## src/rtl/pipe_pkg.sv

```systemverilog
// Shared encodings for the two-stage pipeline sequencer.
// Func codes, sequencer states and ALU selects.
package pipe_pkg;

  typedef enum logic [1:0] {
    FN_LI   = 2'b00,
    FN_ADD  = 2'b01,
    FN_NOP  = 2'b10,
    FN_HALT = 2'b11
  } func_e;

  typedef enum logic [1:0] {
    ST_IDLE = 2'd0,
    ST_FILL = 2'd1,
    ST_RUN  = 2'd2,
    ST_HALT = 2'd3
  } state_e;

  localparam logic ALU_IMM = 1'b0;
  localparam logic ALU_ADD = 1'b1;

  function automatic logic fn_writes(
    input logic [1:0] f
  );
    return (f == FN_LI) || (f == FN_ADD);
  endfunction

endpackage

```

## src/rtl/pipe_sequencer_hazard_unit.sv

```systemverilog
// RAW detection between ID and WB.
// Either forwards or reports a hazard for the sequencer to stall on.
module hazard_unit
  import pipe_pkg::*;
#(
  parameter bit FWD_EN = 1'b1
) (
  input  logic       id_valid,
  input  logic [1:0] func_id,
  input  logic [2:0] rdst_id,
  input  logic [2:0] rsrc_id,
  input  logic       wb_valid,
  input  logic       wb_wr,
  input  logic [2:0] rdst_wb,
  output logic       haz_a,
  output logic       haz_b,
  output logic       fwd_a,
  output logic       fwd_b
);

  logic wb_hit;

  assign wb_hit = wb_valid & wb_wr;

  assign haz_a = id_valid & fn_writes(func_id)
               & wb_hit & (rdst_wb == rdst_id);

  assign haz_b = id_valid & (func_id == FN_ADD)
               & wb_hit & (rdst_wb == rsrc_id);

  if (FWD_EN) begin : g_fwd
    assign fwd_a = haz_a;
    assign fwd_b = haz_b;
  end else begin : g_nofwd
    assign fwd_a = 1'b0;
    assign fwd_b = 1'b0;
  end

endmodule

```

## src/rtl/pipe_sequencer.sv

```systemverilog
// Run control, stage valids, enables and retire count
// for the 8-bit two-stage pipeline.
module pipe_sequencer
  import pipe_pkg::*;
#(
  parameter int unsigned RCNT_W = 16,
  parameter bit          FWD_EN = 1'b1
) (
  input  logic              clk,
  input  logic              reset,
  input  logic              start,
  input  logic              hold,
  input  logic [1:0]        func_id,
  input  logic [2:0]        rdst_id,
  input  logic [2:0]        rsrc_id,
  input  logic [2:0]        rdst_wb,
  output logic              pc_en,
  output logic              ifid_en,
  output logic              idwb_en,
  output logic              alu_control,
  output logic              write,
  output logic              fwd_a,
  output logic              fwd_b,
  output logic              halted,
  output logic [RCNT_W-1:0] retire_cnt
);

  state_e            state_q, state_d;
  logic              id_valid_q, id_valid_d;
  logic              wb_valid_q, wb_valid_d;
  logic              wb_wr_q, wb_wr_d;
  logic              wb_alu_q, wb_alu_d;
  logic [RCNT_W-1:0] retire_q, retire_d;
  logic [1:0]        ret_n;
  logic              haz_a, haz_b;
  logic              stall, halt_id;

  hazard_unit #(
    .FWD_EN (FWD_EN)
  ) u_haz (
    .id_valid (id_valid_q),
    .func_id  (func_id),
    .rdst_id  (rdst_id),
    .rsrc_id  (rsrc_id),
    .wb_valid (wb_valid_q),
    .wb_wr    (wb_wr_q),
    .rdst_wb  (rdst_wb),
    .haz_a    (haz_a),
    .haz_b    (haz_b),
    .fwd_a    (fwd_a),
    .fwd_b    (fwd_b)
  );

  assign stall   = !FWD_EN && (haz_a || haz_b);
  assign halt_id = id_valid_q && (func_id == FN_HALT);

  always_comb begin
    state_d    = state_q;
    id_valid_d = id_valid_q;
    wb_valid_d = wb_valid_q;
    wb_wr_d    = wb_wr_q;
    wb_alu_d   = wb_alu_q;
    pc_en      = 1'b0;
    ifid_en    = 1'b0;
    idwb_en    = 1'b0;
    ret_n      = 2'd0;
    if (!hold) begin
      ret_n = {1'b0, wb_valid_q};
      unique case (state_q)
        ST_IDLE, ST_HALT: begin
          if (start) state_d = ST_FILL;
        end
        ST_FILL: begin
          pc_en      = 1'b1;
          ifid_en    = 1'b1;
          idwb_en    = 1'b1;
          wb_valid_d = 1'b0;
          wb_wr_d    = 1'b0;
          wb_alu_d   = ALU_IMM;
          id_valid_d = 1'b1;
          state_d    = ST_RUN;
        end
        ST_RUN: begin
          idwb_en = 1'b1;
          if (halt_id || stall) begin
            wb_valid_d = 1'b0;
            wb_wr_d    = 1'b0;
            wb_alu_d   = ALU_IMM;
            if (halt_id) begin
              // the HALT retires alongside whatever leaves WB
              ret_n      = ret_n + 2'd1;
              id_valid_d = 1'b0;
              state_d    = ST_HALT;
            end
          end else begin
            pc_en      = 1'b1;
            ifid_en    = 1'b1;
            wb_valid_d = id_valid_q;
            wb_wr_d    = id_valid_q & fn_writes(func_id);
            wb_alu_d   = (func_id == FN_ADD) ? ALU_ADD : ALU_IMM;
          end
        end
      endcase
    end
    retire_d = retire_q + RCNT_W'(ret_n);
  end

  always_ff @(posedge clk or negedge reset) begin
    if (!reset) begin
      state_q    <= ST_IDLE;
      id_valid_q <= 1'b0;
      wb_valid_q <= 1'b0;
      wb_wr_q    <= 1'b0;
      wb_alu_q   <= ALU_IMM;
      retire_q   <= '0;
    end else begin
      state_q    <= state_d;
      id_valid_q <= id_valid_d;
      wb_valid_q <= wb_valid_d;
      wb_wr_q    <= wb_wr_d;
      wb_alu_q   <= wb_alu_d;
      retire_q   <= retire_d;
    end
  end

  assign write       = wb_valid_q & wb_wr_q & ~hold;
  assign alu_control = wb_alu_q;
  assign halted      = (state_q == ST_HALT);
  assign retire_cnt  = retire_q;

endmodule

```

## config.mk

```make
export PLATFORM = sky130hd
export DESIGN_NAME = pipe_sequencer
export DESIGN_NICKNAME = d
export VERILOG_FILES = /design/src/rtl/pipe_pkg.sv /design/src/rtl/pipe_sequencer_hazard_unit.sv /design/src/rtl/pipe_sequencer.sv
export SDC_FILE = /design/constraint.sdc
export NUM_CORES = 1
export LEC_CHECK = 0
export ABC_AREA = 1
export ABC_CLOCK_PERIOD_IN_PS = 2240
export CAP_MARGIN = 20
export CORE_MARGIN = 5
export CORE_UTILIZATION = 44
export CTS_BUF_LIST = sky130_fd_sc_hd__clkbuf_4
export CTS_CLUSTER_SIZE = 14
export DETAILED_ROUTE_END_ITERATION = 12
export HOLD_SLACK_MARGIN = 0.1
export PLACE_DENSITY = 0.78
export SYNTH_ARGS = -nofsm -noshare
export SYNTH_HDL_FRONTEND = slang
export SYNTH_HIERARCHICAL = 1
export SYNTH_SLANG_ARGS = --single-unit
```

## constraint.sdc

```tcl
create_clock -name clk -period 2.24 [get_ports clk]
set_input_delay 0.336 -clock clk [delete_from_list [all_inputs] [get_ports clk]]
set_output_delay 0.336 -clock clk [all_outputs]
set_load 0.02 [all_outputs]
```

* Word level (Yosys, flattened, before mapping)
Cells that the tools add are included.
** Cells by class
- $add $sub $neg :: 2
- $lt $le $gt $ge :: 0
- Divide/modulo/power cells :: 0
- Reductions and logical operators :: 9
- Muxes and demuxes :: 19
- Equality and inequality tests :: 9
- Shift-type cells :: 0
- Multipliers :: 0
- Bitwise gates (word level) :: 9
** Operator list (number)
- $add 16x2->16 :: 1
- $mux 2 :: 5
- $pmux 1 s2 :: 5
- $and 1x1->1 :: 8
- $mux 1 :: 8
- $eq 2x2->1 const B :: 3
- $eq 3x3->1 :: 2
- $pmux 2 s3 :: 1
- $eq 2x1->1 const B :: 2
- $logic_not 2->1 :: 2
- $ne 2x2->1 const B :: 2
- $reduce_or 2->1 :: 2
- $reduce_and 3->1 :: 1
- $add 1x1->2 const B :: 1
- $reduce_and 2->1 :: 1
- $reduce_bool 2->1 :: 1
- $logic_and 1x1->1 :: 1
- $logic_or 1x1->1 :: 1
- $not 1->1 :: 1
** Word-level totals
- Logic and storage cells :: 54
- Input bits :: 15
- Flip-flop bits (word level) :: 22
- Bits in read-only memories :: 0
- Memories kept :: 0
- Bits in writable memories :: 0
- Bits in latches :: 0
- Output and inout port bits :: 24

* Logic depth before layout (Yosys ltp)
Gate-level depths: netlist of the first run.
- Depth in word-level cells :: 6
- Depth in mapped cells :: 14
- Depth with buffers taken out :: 14

* By module
The synthesis of the first run kept the hierarchy.
** Modules (own cells, without submodules)
- pipe_sequencer :: area each 1222.4 um^2, instances 1, sequential area each 550.5 um^2, cells each 147
- hazard_unit :: area each 145.1 um^2, instances 1, sequential area each 0.0 um^2, cells each 31

* Least setup slack after synthesis of the first run
No wires, ideal clock.
- Path type :: register to register
- From :: reg id_valid_q
- To :: reg retire_q[14] (netlist: retire_cnt[14])
- Library setup time :: 0.117 ns
- Stages on the path, launching flop included :: 15
- Arrival time :: 2.056 ns
- Data required time :: 2.123 ns
- Buffers on the path :: 0
- Path slack :: 0.066 ns
- Period minus slack after synthesis :: 2.174 ns
- Cells stage by stage :: dfrtp_1 > inv_2 > nor2_1 > ha_1 > inv_1 > a21oi_1 > ha_1 > inv_1 > fa_1 > inv_1 > nand3_2 > nor2_4 > nand3_1 > nand2_1 > nand2_1
** On the way
- Cells in the longest elaborated chain, start to end :: 5
** Ends and longest elaborated chain
- start, declared :: RTL line pipe_sequencer.sv:29 : logic id_valid_q, id_valid_d;
- start signal, assigned :: RTL line pipe_sequencer.sv:118 : id_valid_q <= id_valid_d;
- $logic_and 1x1->1 :: RTL line pipe_sequencer.sv:55 : assign halt_id = id_valid_q && (func_id == FN_HALT);
- $mux 2 :: RTL line pipe_sequencer.sv:85 : if (halt_id || stall) begin
- $mux 2 :: RTL line pipe_sequencer.sv:69 : unique case (state_q)
- $mux 2 :: RTL line pipe_sequencer.sv:67 : if (!hold) begin
- $add 16x2->16 :: RTL line pipe_sequencer.sv:105 : retire_d = retire_q + RCNT_W'(ret_n);
- net retire_d[14] :: RTL line pipe_sequencer.sv:33 : logic [RCNT_W-1:0] retire_q, retire_d;
- end signal, assigned :: RTL line pipe_sequencer.sv:122 : retire_q <= retire_d;
- end, declared :: RTL line pipe_sequencer.sv:33
The timed path passes the listed nets, and every way through them passes these cells.
A chain may end at the register's enable or synchronous reset.

* Final worst setup path of the first run
Same ends and word-level chain as after synthesis.

==> results by group, run 1 <==
Floorplan
  – IO Pins: 39
  – Site Rows: 20
  – Die Width: 65.4 um
  – Core area: 3000 um^2
  – Die ar.: 4280 um^2
  – Initial Utilization: 0.450
  – Die height: 65.4 um

Global route
  – Met3 usage: 0.0120
  – Antenna violations before repair: 0
  – GRT busiest layer: met2
  – Met1 usage: 0.212
  – Largest net degree at the start of global routing: 23
  – First-pass GRT wire length: 5.57 mm
  – Grt met2 use: 0.281
  – Global route overflow: 0
  – Number of global-route vias before repair: 1276
  – Gr usage total: 0.162

Critical path
  – Instance count on the critical path: 14
  – R2r worst-path depth: 14
  – Most frequent CP cell: inv_2
  – Critical path class: flip-flop to flip-flop
  – Reg2reg end: retire_cnt[14]
  – CP peak stage delay: 410 ps
  – Critical Path Sink: retire_cnt[14]
  – Worst setup EP type: flip-flop
  – Top Family by Delay on Critical Path: adder cells
  – Worst Setup SP: id_valid_q
  – CP Launch Type: flip-flop
  – Worst path buffer plus inverter count: 4
  – Slowest-stage cell, CP: dfrtp_1
  – Setup slack, reg-to-reg: 110 ps
  – CP max FO: 5
  – Worst endpoint required time: 2460 ps
  – Critical Path, Cell by Cell: inv_2, nor2_2, ha_1, inv_2, a21oi_2, ha_2, inv_2, fa_2, inv_2, nand3_4, nor2_4, nand3_2, nand2_1, nand2_1
  – Reg-to-Reg Start: id_valid_q
  – Crit path arrival time: 2350 ps

Routing
  – Vias: 1290
  – Initial DRT Pass Iterations: 4
  – Initial DRC Count: 78
  – Vias per std cell: 4.78
  – DR DRC count: 0
  – Routed length per instance: 11.6 um
  – Detail Route Antenna Nets: 0
  – Wirelength, routed: 3.14 mm

STA
  – RSZ-0062 raised after global routing: yes
  – Setup violations, final: 0
  – Max-slew violations: 0
  – Fmax: 469 MHz
  – Min cycle time layout: 2130 ps
  – Clk_skew: 7.21 ps
  – Measured slew at the worst slew-check pin: 280 ps
  – Final setup margin: 106 ps
  – Fin crit share: 0.953
  – Final count of hold timing violations: 0
  – Worst slew margin: 0.813

Synth
  – Cell area after synthesis: 1350 um^2
  – Mean Syn Cell Area: 7.68 um^2
  – Ys Warns: 6
  – Gate Count Post-Synth: 176
  – Syn nets: 198

Hold path
  – Hold/Removal Path Class: input port to async pin

Power
  – PwrDens: 811 nW/um^2
  – Total power: 0.00160 W
  – Leak Pwr: 0.991 nW
  – Maximum vdd drop: 0.000340 V

Finish
  – Filler cells: 265
  – Fraction of layout instances using a drive strength above 1: 0.194
  – Final core utilization: 0.657
  – Area grow syn2layout: 45.9%
  – Final Net Count: 260
  – Design Area, Final: 1970 um^2
  – Antenna diode count: 0

Place
  – RD Place Congestion: 0.800
  – Placed inst area: 1880 um^2
  – Detail Placement HPWL: 2.52 mm
  – Placement Setup Slack: -429 ps
  – I/O Buffers: 38

Job
  – Reported max-cap violation count: 0

Clock tree
  – Worst-path clk slew: 120 ps
  – CTS sink count: 22
  – Clock Tree Buf Depth: 2
  – CTS H-tree lvls: 1
  – CTS tree: done
  – CTS Buf Count: 3
  – Worst-Skew Late Latency: 310 ps
  – Root buffer cell: clkbuf_4

Outcome
  – Status: finished, final reports clean
-- worst min path at each step --
stage	start	to	cells after the start
2_1_floorplan	reset	alu_control	0
3_3_place_gp	alu_control	alu_control	2
3_5_place_dp	retire_cnt[15]	retire_cnt[15]	2
4_1_cts	reset	retire_cnt[12]	2
5_1_grt	reset	retire_cnt[12]	2
6_report	reset	retire_cnt[12]	2
-- state kept, by name (all words and copies together) (netlist names) --
signal and flops:
retire_cnt 16, state_q 2, alu_control 1, id_valid_q 1
wb_valid_q 1, wb_wr_q 1
-- where the power goes --
part | leakage [nW] | total, W | switching, W | internal, W
Clock | 0.0154 | 0.000185 | 0.000120 | 0.0000652
Sequential | 0.282 | 0.000599 | 0.000103 | 0.000495
Combinational | 0.693 | 0.000816 | 0.000424 | 0.000392
Total | 0.991 | 0.00160 | 0.000648 | 0.000953
-- layout make-up --
type	instances	area, um^2	area share
sequential	22	551	0.279
clock inverter	1	3.75	0.00190
multi-input combinational	119	693	0.351
timing repair buffer	58	534	0.271
clock buffer	3	22.5	0.0114
tap	33	41.3	0.0209
inverter	34	128	0.0647
-- stage by stage --
| step | cells | hold slack (ps) | TNS [ps] |
|---|---|---|---|
| after floorplan | 176 | 40.4 | 0 |
| after global placement | 261 | 474 | -1620 |
| after global routing | 270 | 375 | -108 |
| final | 270 | 353 | 0 |
| after detailed placement | 261 | 499 | -2270 |
| after CTS | 268 | 361 | 0 |
-- layer usage --
| layer | vias up | routed length [um] |
|---|---|---|
| li1 | 662 | - |
| met4 | 0 | 54 |
| met1 | 587 | 1350 |
| met2 | 36 | 1630 |
| met3 | 5 | 104 |
| met5 | - | 0 |
-- placed cells by master, fill, tap and decap left out --
cell              n
dlygate4sd2_1     3
nand3b_1          2
clkinv_1          1
nand4_1           5
nor2_1           11
fa_2              1
nor3_1            1
nand2_2           4
nand2_4           1
a21oi_2           1
nor2_2            4
o21ai_2           1
nand2_1          51
o21ai_0           2
dlymetal6s2s_1    3
dfrtp_1          22
nand3_2           2
xnor2_1           8
o21ai_1           2
ha_1              5
clkdlybuf4s50_1  32
a21oi_1           4
xor2_1            2
buf_4            20
nand3_4           1
nor2_4            2
o22ai_1           2
ha_2              1
clkbuf_4          3
inv_2             5
nand3_1           6
inv_1            29
-- what timing repair did --
| item | 4_1_cts | 5_1_grt |
|---|---|---|
| gates resized for setup | 8 | 8 |
| cloned | 0 | 0 |
| endpoints found under the setup margin | 8 | 9 |
| buffers inserted | 3 | 2 |
| hold buffers | 0 | 0 |
| pin swaps | 3 | 2 |
(Power assumes the default switching activity.)
==> run 2: changes to the inputs <==
--- a/config.mk
+++ b/config.mk
@@ -8,13 +8,16 @@
 export ABC_AREA = 1
 export ABC_CLOCK_PERIOD_IN_PS = 2240
 export CAP_MARGIN = 20
+export CELL_PAD_IN_SITES_DETAIL_PLACEMENT = 1
+export CELL_PAD_IN_SITES_GLOBAL_PLACEMENT = 1
 export CORE_MARGIN = 5
-export CORE_UTILIZATION = 44
+export CORE_UTILIZATION = 32
 export CTS_BUF_LIST = sky130_fd_sc_hd__clkbuf_4
 export CTS_CLUSTER_SIZE = 14
 export DETAILED_ROUTE_END_ITERATION = 12
 export HOLD_SLACK_MARGIN = 0.1
-export PLACE_DENSITY = 0.78
+export PLACE_DENSITY_LB_ADDON = 0.1
+export SLEW_MARGIN = 20
 export SYNTH_ARGS = -nofsm -noshare
 export SYNTH_HDL_FRONTEND = slang
 export SYNTH_HIERARCHICAL = 1
==> run 2 against run 1 <==
  * Clock skew is 2.6 ps higher
  * First-iteration DRC count is 55% lower
  * Combinational power is 8.3% higher
  * Critical path type unchanged
  * Routed wire length is 17% higher
==> results by group, run 2 (synthesis gave the netlist of run 1 again) <==
Global route
  – First-pass GRT wire length: 6.44 mm (+16%)
  – Antenna violations before repair: 0 (unchanged)
  – Global route overflow: 0 (unchanged)
  – GRT busiest layer: met2
  – Largest net degree at the start of global routing: 23 (unchanged)
  – Gr usage total: 0.149 (-0.0124)
  – Met3 usage: 0.0401 (+0.0281)
  – Grt met2 use: 0.275 (-0.00600)
  – Number of global-route vias before repair: 1442 (+13%)
  – Met1 usage: 0.174 (-0.0376)

Finish
  – Filler cells: 503 (+90%)
  – Most frequent cells in the layout: nand2_1 (52), clkdlybuf4s50_1 (31), inv_1 (29), dfrtp_1 (22), buf_4 (18)
  – Commonest non-fill, non-tap cell in the layout: nand2_1
  – Area grow syn2layout: 46.7%
  – Fraction of layout instances using a drive strength above 1: 0.187 (-0.00686)
  – Final core utilization: 0.489 (-0.168)
  – Final Net Count: 258 (-0.77%)
  – Layout Cells excl Fill: 285 (+5.6%)
  – Antenna diode count: 0 (unchanged)
  – Area of the multi-input gates: 703 um^2 (+1.4%)
  – Storage element area: 551 um^2 (unchanged)
  – Largest register FFs: 16 (unchanged)

Clock tree
  – Worst-Skew Late Latency: 310 ps (about the same)
  – Clock Tree Buf Depth: 2 (unchanged)
  – Root buffer cell: clkbuf_4
  – CTS H-tree lvls: 1 (unchanged)
  – CTS sink count: 22 (unchanged)
  – CTS Buf Count: 3 (unchanged)
  – # hold bufs at CTS: 0 (unchanged)
  – CTS tree: done
  – Worst-path clk slew: 120 ps (about the same)

Hold path
  – Hold/Removal Path Class: input port to async pin

Critical path
  – CP max FO: 5 (unchanged)
  – Crit path arrival time: 2340 ps (about the same)
  – Worst endpoint required time: 2450 ps (about the same)
  – Worst Setup SP: id_valid_q
  – Worst setup EP type: flip-flop
  – CP Launch Type: flip-flop
  – Critical path class: flip-flop to flip-flop
  – Reg-to-Reg Start: id_valid_q

Job
  – Reported max-cap violation count: 0 (unchanged)

Floorplan
  – Core area: 4060 um^2 (+35%)
  – Die ar.: 5630 um^2 (+31%)
  – Site Rows: 23 (+15%)
  – Initial Utilization: 0.333 (-0.117)
  – Die height: 75.0 um (+15%)
  – Die Width: 75.0 um (+15%)
  – IO Pins: 39 (unchanged)

Routing
  – Vias per std cell: 4.58 (-4.2%)
  – Detail Route Antenna Nets: 0 (unchanged)
  – Routed length per instance: 12.9 um (+11%)
  – Initial DRC Count: 35 (-55%)
  – Initial DRT Pass Iterations: 2 (-2)
  – DR DRC count: 0 (unchanged)
  – Vias: 1305 (+1.2%)
  – Wirelength, routed: 3.67 mm (+17%)

STA
  – Clk_skew: 9.81 ps (+2.60 ps)
  – Min cycle time layout: 2130 ps (-5.85 ps)
  – Setup violations, final: 0 (unchanged)
  – Fmax: 470 MHz (+0.27%)
  – Worst slew margin: 0.805 (-0.00794)
  – Final count of hold timing violations: 0 (unchanged)
  – Max-slew violations: 0 (unchanged)
  – RSZ-0062 raised after global routing: yes
  – Hold slack: 361 ps (+8.65 ps)
  – Measured slew at the worst slew-check pin: 292 ps (+12.9 ps)
  – Fin crit share: 0.950 (-0.00261)

Place
  – RD Place Congestion: 0.790 (-1.2%)
  – Placed insts: 278 (+6.5%)
  – I/O Buffers: 38 (unchanged)
  – Detail Placement HPWL: 3.03 mm (+20%)

Power
  – PwrDens: 845 nW/um^2 (+4.2%)
  – Total power: 0.00168 W (+4.8%)
  – Leak Pwr: 0.984 nW (-0.65%)
  – Maximum vdd drop: 0.000324 V (-4.5%)

Outcome
  – Status: finished, final reports clean
==> run 2: path summary, 6_finish.rpt <==
| kind | slack (ps) | end | cells past startpoint |
|---|---|---|---|
| max | 110 | retire_cnt[14] | 14 |
| min | 360 | state_q[0] | 2 |
| max reg2reg | 110 | retire_cnt[14] | 14 |
| min reg2reg | 550 | retire_cnt[15] | 2 |
| max in group asynchronous | 1640 | retire_cnt[6] | 2 |
| min in group clk | 550 | retire_cnt[15] | 2 |
==> run 2: per-stage QoR <==
| step | cell area, um^2 | setup WS, ps | setup TNS [ps] |
|---|---|---|---|
| 2_1_floorplan | 1350 | 66.3 | 0 |
| 3_3_place_gp | 1900 | -350 | -1930 |
| 3_5_place_dp | 1900 | -477 | -2720 |
| 4_1_cts | 1970 | 4.30 | 0 |
| 5_1_grt | 1980 | -72.5 | -97.4 |
| 6_report | 1980 | 111 | 0 |
==> run 2: area by class of cell <==
class / count / share of cell area
timing repair buffer: 56 / 0.259
sequential: 22 / 0.277
clock inverter: 1 / 0.00189
multi-input combinational: 119 / 0.354
inverter: 34 / 0.0643
clock buffer: 3 / 0.0113
tap: 50 / 0.0315
==> run 2: power by group <==
part | switching [W] | internal, W
Clock | 0.000121 | 0.0000652
Combinational | 0.000456 | 0.000428
Sequential | 0.000111 | 0.000495
==> run 2: critical path, cell delays in order (launching register included) <==
cell	delay, ps
dfrtp_1	410
inv_2	70
nor2_2	40
ha_1	280
inv_2	40
a21oi_2	110
ha_2	200
inv_2	40
fa_2	340
inv_2	70
nand3_4	90
nor2_4	160
nand3_2	80
nand2_1	60
nand2_1	50
==> run 2: metal layers <==
metal | wire length, um | up-vias
met2 | 1930 | 23
met4 | 22 | 0
met1 | 1560 | 625
met3 | 156 | 4
li1 | - | 653
met5 | 0 | -
==> run 2: what timing repair did <==
action | in CTS | in global routing
endpoints found under the setup margin | 10 | 8
resized for setup | 13 | 5
pin swaps | 5 | 2
endpoints found under the hold margin | 0 | 0
buffers inserted | 2 | 1
==> run 3: changes to the inputs <==
--- a/config.mk
+++ b/config.mk
@@ -15,6 +15,7 @@
 export CTS_BUF_LIST = sky130_fd_sc_hd__clkbuf_4
 export CTS_CLUSTER_SIZE = 14
 export DETAILED_ROUTE_END_ITERATION = 12
+export GPL_TIMING_DRIVEN = 0
 export HOLD_SLACK_MARGIN = 0.1
 export PLACE_DENSITY_LB_ADDON = 0.1
 export SLEW_MARGIN = 20
==> run 3 against run 2 <==
  * Sequential share of layout area up 1.0 points
  * Total power is 5.1% lower
  * Cell area decreased by 3.6%
==> results by group, run 3 (synthesis gave the netlist of run 1 again) <==
Finish
  – Largest register FFs: 16 (unchanged)
  – Most frequent cells in the layout: nand2_1 (51), clkdlybuf4s50_1 (30), inv_1 (29), dfrtp_1 (22), nor2_1 (11)
  – Antenna diode count: 0 (unchanged)
  – Final Net Count: 249 (-3.5%)
  – Fraction of layout instances using a drive strength above 1: 0.169 (-0.0183)
  – Area grow syn2layout: 41.4%
  – Commonest non-fill, non-tap cell in the layout: nand2_1
  – Filler cells: 513 (+2.0%)

Global route
  – Global route overflow: 0 (unchanged)
  – Number of global-route vias before repair: 1384 (-4.0%)
  – Antenna violations before repair: 0 (unchanged)
  – Gr usage total: 0.137 (-0.0125)
  – First-pass GRT wire length: 5.97 mm (-7.4%)
  – Largest net degree at the start of global routing: 23 (unchanged)

Critical path
  – Worst setup EP type: flip-flop
  – Worst path buffer plus inverter count: 4 (unchanged)
  – CP max FO: 5 (unchanged)
  – Most frequent CP cell: inv_2
  – Critical path class: flip-flop to flip-flop
  – Critical Path, Cell by Cell: inv_2, nor2_2, ha_1, inv_2, a21oi_2, ha_2, inv_2, fa_2, inv_2, nand3_4, nor2_4, nand3_2, nand2_1, nand2_1
  – CP peak stage delay: 420 ps (about the same)
  – Top Family by Delay on Critical Path: adder cells
  – Worst endpoint required time: 2470 ps (+20 ps)
  – Slowest-stage cell, CP: dfrtp_1
  – Crit path arrival time: 2400 ps (+60 ps)
  – CP Launch Type: flip-flop

Power
  – Leak Pwr: 0.947 nW (-3.8%)
  – Sw Pwr: 0.000661 W (-4.1%)
  – Sequential share of power: 0.375 (+0.013)
  – PwrDens: 832 nW/um^2 (-1.5%)
  – Logic gate share of total power: 0.507 (-0.020)
  – Total power: 0.00159 W (-5.1%)
  – Maximum vdd drop: 0.000258 V (-20%)
  – Internal: 0.000931 W (-5.8%)
  – Clk network pwr share: 0.118 (+0.007)
  – Sw Share: 0.415 (+0.00433)

Routing
  – Detail Route Antenna Nets: 0 (unchanged)
  – Vias: 1255 (-3.8%)
  – Vias per std cell: 4.56 (-0.33%)
  – DR DRC count: 0 (unchanged)
  – Wirelength, routed: 3.32 mm (-9.7%)
  – Initial DRT Pass Iterations: 4 (+2)
  – Routed length per instance: 12.1 um (-6.4%)
  – Initial DRC Count: 49 (+40%)

Clock tree
  – CTS tree: done
  – CTS sink count: 22 (unchanged)
  – Worst-Skew Late Latency: 320 ps (about the same)
  – Root buffer cell: clkbuf_4
  – Worst-path clk slew: 120 ps (about the same)
  – CTS Buf Count: 3 (unchanged)
  – CTS H-tree lvls: 1 (unchanged)
  – Clock Tree Buf Depth: 2 (unchanged)

Place
  – Detail Placement HPWL: 2.70 mm (-11%)
  – RD Place Congestion: 0.820 (+3.8%)
  – I/O Buffers: 38 (unchanged)

STA
  – Fin crit share: 0.969 (+0.0189)
  – Worst slew margin: 0.662 (-0.143)
  – RSZ-0062 raised after global routing: yes
  – Setup violations, final: 0 (unchanged)
  – Min cycle time layout: 2170 ps (+42.3 ps)
  – Final count of hold timing violations: 0 (unchanged)
  – Max-slew violations: 0 (unchanged)
  – Fmax: 461 MHz (-1.9%)
  – Hold slack: 466 ps (+105 ps)
  – Clk_skew: 6.72 ps (-3.09 ps)
  – Measured slew at the worst slew-check pin: 507 ps (+214 ps)

Job
  – Reported max-cap violation count: 0 (unchanged)

Outcome
  – Status: finished, final reports clean

Hold path
  – Hold/Removal Path Class: input port to flip-flop

Floorplan
  – IO Pins: 39 (unchanged)
  – Core area: 4060 um^2 (unchanged)
  – Initial Utilization: 0.333 (unchanged)
  – Die height: 75.0 um (unchanged)
  – Die ar.: 5630 um^2 (unchanged)
  – Die Width: 75.0 um (unchanged)
  – Site Rows: 23 (unchanged)
[run 3: cell count changes in the layout (fill, tap and decap cells not counted), sizes merged]
cell           delta
dlygate4sd2       -2
dlygate4sd3       +1
buf               -9
dlymetal6s2s      +1
clkdlybuf4s50     -1
clkdlybuf4s15     +1
clkinv            -1
[run 3: worst paths after layout]
path / from / endpoint / slack [ps] / depth (start not counted)
min reg2reg: alu_control / alu_control / 510 / 2
max: id_valid_q / retire_cnt[14] / 70 / 14
min in group asynchronous: reset / retire_cnt[2] / 500 / 2
min: func_id[0] / alu_control / 470 / 3
max reg2reg: id_valid_q / retire_cnt[14] / 70 / 14
max in group asynchronous: reset / retire_cnt[13] / 1390 / 2
[run 3: what timing repair did]
action / CTS / global route
buffers inserted: 5 / 2
gates resized for setup: 12 / 9
pin swaps: 4 / 2
hold buffers: 0 / 1
hold endpoints to repair: 0 / 22
setup endpoints to repair: 9 / 10
[run 3: metrics by stage]
step	cell area [um^2]	setup TNS, ps	setup slack, ps	std cells	util
floorplan	1350	0	66.3	176	-
global placement	1800	-3270	-569	264	0.442
detailed placement	1800	-3560	-597	264	0.442
CTS	1870	0	2.51	272	0.461
global route	1910	-159	-76.2	275	0.471
finish	1910	0	69.2	275	0.471
[run 3: cell type report]
class	instances	area, um^2	area share
multi-input cells	119	699	0.366
flip-flops and latches	22	551	0.288
repair buffers	46	443	0.232
inverters	34	128	0.0667
well taps	50	62.6	0.0327
clock buffers	3	22.5	0.0118
plain buffers	1	7.51	0.00392
[run 3: power by group through the flow]
stage | combinational, W | clock [W] | sequential, W
3_3_place_gp | 0.000693 | 0 | 0.000603
4_1_cts | 0.000790 | 0.000200 | 0.000600
2_1_floorplan | 0.000361 | 0 | 0.000660
5_1_grt | 0.000887 | 0.000216 | 0.000616
6_report | 0.000807 | 0.000188 | 0.000598
3_5_place_dp | 0.000719 | 0 | 0.000618
[run 3: metal layers]
metal / GRT usage / wire length, um / vias up
met5: 0 / 0 / -
met4: 0.0534 / 60 / 0
met3: 0.0254 / 132 / 5
met2: 0.237 / 1680 / 24
met1: 0.167 / 1440 / 590
li1: - / - / 636
[run 3: worst register-to-register path: cells and delay by family (launching register included)]
family	cells	cell delay, ps
compound gates	1	130
buf+inv	4	250
simple gates	6	480
flops	1	420
fa+ha+maj	3	810
